`config.mk`:
```
export PLATFORM = sky130hd
export DESIGN_NAME = uart_tx_arbiter
export DESIGN_NICKNAME = d
export VERILOG_FILES = /design/src/rtl/uart_tx_arbiter.sv
export SDC_FILE = /design/constraint.sdc
export NUM_CORES = 1
export LEC_CHECK = 0
export BUFFER_PORTS_ARGS = -buffer_cell sky130_fd_sc_hd__clkbuf_2
export CAP_MARGIN = 20
export CORE_MARGIN = 1
export CORE_UTILIZATION = 45
export DETAILED_ROUTE_END_ITERATION = 8
export MAX_ROUTING_LAYER = met4
export PLACE_DENSITY = 0.69
export SLEW_MARGIN = 10
export SYNTH_ARGS = -nofsm -noshare
export SYNTH_HDL_FRONTEND = slang
export SYNTH_SLANG_ARGS = --single-unit
```
`constraint.sdc`:
```
create_clock -name clk -period 2 [get_ports clk]
set_input_delay 0.4 -clock clk [delete_from_list [all_inputs] [get_ports clk]]
set_output_delay 0.4 -clock clk [all_outputs]
set_load 0.05 [all_outputs]
```
`src/rtl/uart_tx_arbiter.sv`:
```
`timescale 1ns/1ps
`default_nettype none
// ============================================================================
// Module   : uart_tx_arbiter
// Purpose  : Shares one uart_tx byte transmitter between NUM_CH byte-stream
//            requesters. Whole packets are granted round-robin and stay
//            locked to one channel until the byte flagged last has gone out.
//            Also produces the transmitter's one-cycle baud tick.
// Revision : 1.0 - initial release
// ----------------------------------------------------------------------------
// Ports
//   clk, rst_n      : clock, asynchronous active-low reset
//   arb_en          : allows new packet grants (an open packet always finishes)
//   req_valid/data/last/ready : per-channel byte handshake, ch i at [8i+7:8i]
//   ut_data/ut_valid/ut_ready : byte handoff to uart_tx
//   ut_clk_en/ut_clk          : baud tick request / one-cycle baud tick
//   grant_id        : currently or last granted channel
//   busy            : high whenever the sequencer is not idle
// ============================================================================
module uart_tx_arbiter #(
   parameter int NUM_CH     = 4,
   parameter int SYSTEM_CLK = 50_000_000,
   parameter int BAUD_RATE  = 9600,
   parameter int GAP_BITS   = 2
) (
   input  logic                      clk,
   input  logic                      rst_n,
   input  logic                      arb_en,
   input  logic [NUM_CH-1:0]         req_valid,
   input  logic [8*NUM_CH-1:0]       req_data,
   input  logic [NUM_CH-1:0]         req_last,
   output logic [NUM_CH-1:0]         req_ready,
   output logic [7:0]                ut_data,
   output logic                      ut_valid,
   input  logic                      ut_ready,
   input  logic                      ut_clk_en,
   output logic                      ut_clk,
   output logic [$clog2(NUM_CH)-1:0] grant_id,
   output logic                      busy
);

   localparam int IDW       = $clog2(NUM_CH);
   localparam int CW        = IDW + 1;
   localparam int N         = SYSTEM_CLK / BAUD_RATE;
   localparam int BAUD_W    = (N > 1) ? $clog2(N) : 1;
   localparam int GAP_TOTAL = GAP_BITS * N;
   localparam int GAP_W     = (GAP_TOTAL > 1) ? $clog2(GAP_TOTAL) : 1;

   typedef enum logic [2:0] {
      S_IDLE      = 3'd0,
      S_LOAD      = 3'd1,
      S_SEND      = 3'd2,
      S_WAIT_BUSY = 3'd3,
      S_WAIT_DONE = 3'd4,
      S_GAP       = 3'd5
   } state_t;

   // ------------------------------------------------------------------------
   // Baud tick generator, free of the sequencer
   // ------------------------------------------------------------------------
   logic [BAUD_W-1:0] baud_cnt_q, baud_cnt_d;
   logic              ut_clk_q, ut_clk_d;

   always_comb begin
      baud_cnt_d = '0;
      ut_clk_d   = 1'b0;
      if (ut_clk_en) begin
         if (baud_cnt_q == BAUD_W'(N - 1)) begin
            ut_clk_d   = 1'b1;
            baud_cnt_d = '0;
         end else begin
            baud_cnt_d = baud_cnt_q + BAUD_W'(1);
         end
      end
   end

   always_ff @(posedge clk or negedge rst_n) begin
      if (!rst_n) begin
         baud_cnt_q <= '0;
         ut_clk_q   <= 1'b0;
      end else begin
         baud_cnt_q <= baud_cnt_d;
         ut_clk_q   <= ut_clk_d;
      end
   end

   assign ut_clk = ut_clk_q;

   // ------------------------------------------------------------------------
   // Round-robin pick: first valid channel after the last packet's owner
   // ------------------------------------------------------------------------
   state_t            state_q;
   logic [IDW-1:0]    grant_q;
   logic [IDW-1:0]    ptr_q;
   logic [7:0]        data_q;
   logic              last_q;
   logic [GAP_W-1:0]  gap_cnt_q;

   logic [IDW-1:0]    pick_id;
   logic              pick_vld;
   logic [CW-1:0]     scan_idx;

   always_comb begin
      pick_id  = '0;
      pick_vld = 1'b0;
      scan_idx = '0;
      for (int k = 1; k <= NUM_CH; k++) begin
         scan_idx = {1'b0, ptr_q} + CW'(k);
         if (scan_idx >= CW'(NUM_CH)) begin
            scan_idx = scan_idx - CW'(NUM_CH);
         end
         if (!pick_vld && req_valid[scan_idx[IDW-1:0]]) begin
            pick_id  = scan_idx[IDW-1:0];
            pick_vld = 1'b1;
         end
      end
   end

   // Byte of the granted channel; grant_q*8 as a concatenation keeps widths exact
   logic [7:0] sel_data;
   assign sel_data = req_data[{grant_q, 3'b000} +: 8];

   always_comb begin
      req_ready = '0;
      if (state_q == S_LOAD) begin
         req_ready[grant_q] = 1'b1;
      end
   end

   // ------------------------------------------------------------------------
   // Packet sequencer
   // ------------------------------------------------------------------------
   always_ff @(posedge clk or negedge rst_n) begin
      if (!rst_n) begin
         state_q   <= S_IDLE;
         grant_q   <= '0;
         ptr_q     <= IDW'(NUM_CH - 1);
         data_q    <= '0;
         last_q    <= 1'b0;
         gap_cnt_q <= '0;
      end else begin
         case (state_q)
            S_IDLE: begin
               if (arb_en && pick_vld) begin
                  grant_q <= pick_id;
                  state_q <= S_LOAD;
               end
            end
            S_LOAD: begin
               // Packet lock: only the granted channel is ever looked at here
               if (req_valid[grant_q]) begin
                  data_q  <= sel_data;
                  last_q  <= req_last[grant_q];
                  state_q <= S_SEND;
               end
            end
            S_SEND: begin
               if (ut_ready) begin
                  state_q <= S_WAIT_BUSY;
               end
            end
            S_WAIT_BUSY: begin
               // The transmitter drops ready once it has taken the byte
               if (!ut_ready) begin
                  state_q <= S_WAIT_DONE;
               end
            end
            S_WAIT_DONE: begin
               if (ut_ready) begin
                  if (last_q) begin
                     ptr_q     <= grant_q;
                     gap_cnt_q <= '0;
                     state_q   <= (GAP_TOTAL == 0) ? S_IDLE : S_GAP;
                  end else begin
                     state_q <= S_LOAD;
                  end
               end
            end
            S_GAP: begin
               if (gap_cnt_q == GAP_W'(GAP_TOTAL - 1)) begin
                  state_q <= S_IDLE;
               end else begin
                  gap_cnt_q <= gap_cnt_q + GAP_W'(1);
               end
            end
            default: state_q <= S_IDLE;
         endcase
      end
   end

   // Decoded straight from the state register, so no combinational input paths
   assign ut_valid = (state_q == S_SEND);
   assign busy     = (state_q != S_IDLE);
   assign ut_data  = data_q;
   assign grant_id = grant_q;

endmodule
`default_nettype wire

```
==> impl_metrics.py <==
metrics = {
    "worst_setup_path": {
        "required_ps": 1600,
        "path_max_fanout": 4,
        "cp-end-kind": "output port",
        "path_cells": "nand2b_1 > nor2_4 > and3_2 > buf_2",
        "rrSetupSlack_ps": 150,
        "slowest_delay_ps": 380,
        "worstSetupPathType": "flop to output port",
        "cp_top_family": "simple AND/OR/NAND/NOR gates",
        "timing.rr.start": "gap_cnt_q[0]",
        "critPathSlowestCell": "dfrtp_1",
        "arrival_ps": 1510,
        "worst-path-buf-inv": 1,
        "startpoint_type": "flop",
        "cp-startpoint": "state_q[1]",
    },
    "sta": {
        "setup_viol": 0,
        "hold_viol": 0,
        "slew_headroom_pct": 67.5,
        "max_freq_mhz": 522,
        "rsz0062_at_grt": "false",
        "fin_tns_setup_ps": 0,
        "tightestPinTransition_ps": 484,
        "finalCritPeriodShare_pct": 95.7,
        "fin_crit_ps": 1910,
        "fin_skew_ps": 7.99,
        "slew_violations": 0,
    },
    "min_path": {
        "hold_class": "primary input to async pin",
    },
    "synthesis": {
        "ys_types": 47,
        "netlist_area_um2": 2540,
        "ys_ff_latch": 44,
        "ys.flop_type": "dfrtp_1",
        "syn_avg_cell_area_um2": 10.6,
        "synthArstFlopShare_pct": 100,
        "synth_enable_flop_cells": 0,
        "ys_warn_count": 0,
        "yosysSeqAreaShare_pct": 43.4,
        "syn_inst": 240,
        "synth_nets": 287,
    },
    "floorplanning": {
        "row_count": 26,
        "dieHeight_um": 77.1,
        "io_pins": 62,
        "core_um2": 5270,
        "die_area_um2": 5950,
        "die_x_um": 77.1,
        "start_util_pct": 48.2,
    },
    "global_routing": {
        "grt-ovfl-total": 0,
        "grt.total_usage_pct": 19.4,
        "grt_max_degree": 45,
        "grt_pass1_vias": 1987,
        "antenna_found_initial": 0,
        "grt_pass1_wl_um": 9090,
    },
    "power_and_ir_drop": {
        "power_switching_mw": 1.73,
        "p_leak_nw": 1.37,
        "comb_power_share_pct": 48.0,
        "power.density_nw_per_um2": 1310,
        "power.share.clock_pct": 16.9,
        "p_int_mw": 2.34,
        "p_sw_share_pct": 42.5,
        "power_mw": 4.07,
        "p_seq_share_pct": 35.1,
        "vdd_drop_max_mv": 0.781,
    },
    "detailed_routing": {
        "drc": 0,
        "wl_per_cell_um": 13.9,
        "vias": 2048,
        "post_drt_via_cell_ratio": 5.48,
        "ant_nets": 0,
        "drt_iter0_drc": 67,
        "wl_um": 5210,
        "first_pass_iters": 4,
    },
    "clock_network": {
        "clkSinkCount": 44,
        "tritoncts": "built",
        "insertion_delay_ps": 300,
        "postCtsSetupRepairBufs": 0,
        "clockBufferDepth": 2,
        "numCtsBuffers": 5,
        "clkSlewWorstSetupHoldPaths_ps": 90,
        "root_buffer": "clkbuf_8",
        "cts_htree_levels": 2,
    },
    "placed_design": {
        "hpwl_um": 3870,
        "gp_congestion": 0.829,
        "io_buffers": 61,
    },
    "layout": {
        "post_route_cells_drive_above_1_share_pct": 36.8,
        "area_growth_pct": 22.1,
        "antennaDiodeCount": 0,
        "fillCellCount": 483,
        "fin_nets": 350,
    },
    "status": {
        "outcome": "complete, no violations",
    },
    "job": {
        "maxCapViolCount": 0,
    },
}
## sequential cells by signal, summed over array words and instances (netlist names)
register    flops
gap_cnt_q      14
state_q         3
ut_data         8
last_q          1
grant_id        2
ut_clk          1
ptr_q           2
baud_cnt_q     13
## power groups by stage
stage	Clock [mW]	Sequential [mW]	Combinational, mW
after floorplan	0	1.72	1.20
after global placement	0	1.43	1.92
after detailed placement	0	1.44	1.95
after CTS	0.709	1.43	1.96
after global routing	0.733	1.47	2.10
final	0.689	1.43	1.95
## cell families after synthesis
logic type / synth area share, %
and+or+nand+nor: 24.3
DFF: 43.4
muxes: 17.4
AOI/OAI and AO/OA: 7.44
buffers and inverters: 3.05
xor gates and xnor gates: 3.45
adders and majority gates: 0.985
## synth_stat cells, drive strengths merged (2+ instances only)
| master | number | area [um^2] |
|---|---|---|
| a21oi | 13 | 65.1 |
| and2 | 4 | 25.0 |
| and3 | 8 | 50.1 |
| and4 | 5 | 46.3 |
| buf | 7 | 40.0 |
| clkbuf | 5 | 18.8 |
| dfrtp | 42 | 1050 |
| dfstp | 2 | 52.6 |
| ha | 2 | 25.0 |
| inv | 5 | 18.8 |
| mux2 | 13 | 146 |
| mux2i | 7 | 70.1 |
| mux4 | 10 | 225 |
| nand2 | 19 | 73.8 |
| nand2b | 8 | 50.1 |
| nand3 | 9 | 45.0 |
| nand4 | 5 | 31.3 |
| nor2 | 21 | 78.8 |
| nor3 | 3 | 15.0 |
| nor3b | 5 | 37.5 |
| nor4 | 3 | 18.8 |
| nor4b | 2 | 17.5 |
| o21ai | 2 | 10.0 |
| o31ai | 6 | 45.0 |
| or3 | 2 | 12.5 |
| or4 | 7 | 52.6 |
| xnor2 | 5 | 43.8 |
| xor2 | 5 | 43.8 |
## layout make-up
| class | instances | area, um^2 | share of cell area (%) |
|---|---|---|---|
| clock inverters | 3 | 42.5 | 1.37 |
| inverters | 5 | 18.8 | 0.605 |
| multi-input cells | 179 | 1400 | 45.2 |
| clock buffers | 5 | 68.8 | 2.22 |
| flip-flops and latches | 44 | 1110 | 35.6 |
| well taps | 70 | 87.6 | 2.82 |
| repair buffers | 68 | 375 | 12.1 |
## worst paths after layout
check,end,cells past startpoint
worst max-delay path,req_ready[3],4
worst min-delay path,baud_cnt_q[2],2
worst max register to register,gap_cnt_q[7],5
worst min register to register,baud_cnt_q[0],1
max in group asynchronous,ptr_q[0],2
min in group clk,baud_cnt_q[2],3
## routing by layer
metal  GRT usage, %  vias to the layer above  routed length (um)
li1               -                     1018                   -
met1           25.1                      986                2380
met2           31.0                       40                2540
met3           4.40                        4                 241
met4           4.53                        0                  42
met5              -                        -                   0
## per-stage QoR
stage / instance area [um^2] / utilization, % / hold slack (ps) / worst slack (ps) / cells
global route: 3100 / 58.9 / 92.1 / 4.57 / 374
finish: 3100 / 58.9 / 65.3 / 85.2 / 374
detailed placement: 2980 / 56.5 / 400 / 161 / 366
floorplan: 2580 / - / 104 / 7.87 / 240
global placement: 2980 / 56.5 / 402 / 223 / 366
CTS: 3100 / 58.7 / 66.9 / 3.76 / 374
## cell usage in the layout, fill, tap and decap left out, types with 3 or more instances in the layout
cell type,n
nor2_1,18
nand4_1,5
nor3_1,3
nand2b_1,8
clkbuf_8,5
and3_1,7
inv_1,5
buf_4,6
mux4_2,10
nand2_1,18
nor3b_1,4
xor2_1,5
mux2_2,13
a21oi_1,13
or4_1,7
and4_1,4
clkbuf_2,58
xnor2_1,5
mux2i_1,7
o31ai_1,6
and2_1,4
dfrtp_1,40
nor2_4,3
nand3_1,9
## what timing repair did
action,in CTS,in global routing
gates resized for setup,2,4
endpoints found under the hold margin,0,0
cloned,0,0
setup endpoints to repair,3,3
hold buffers,0,0
Note: power is estimated with default switching activity, not from simulation.
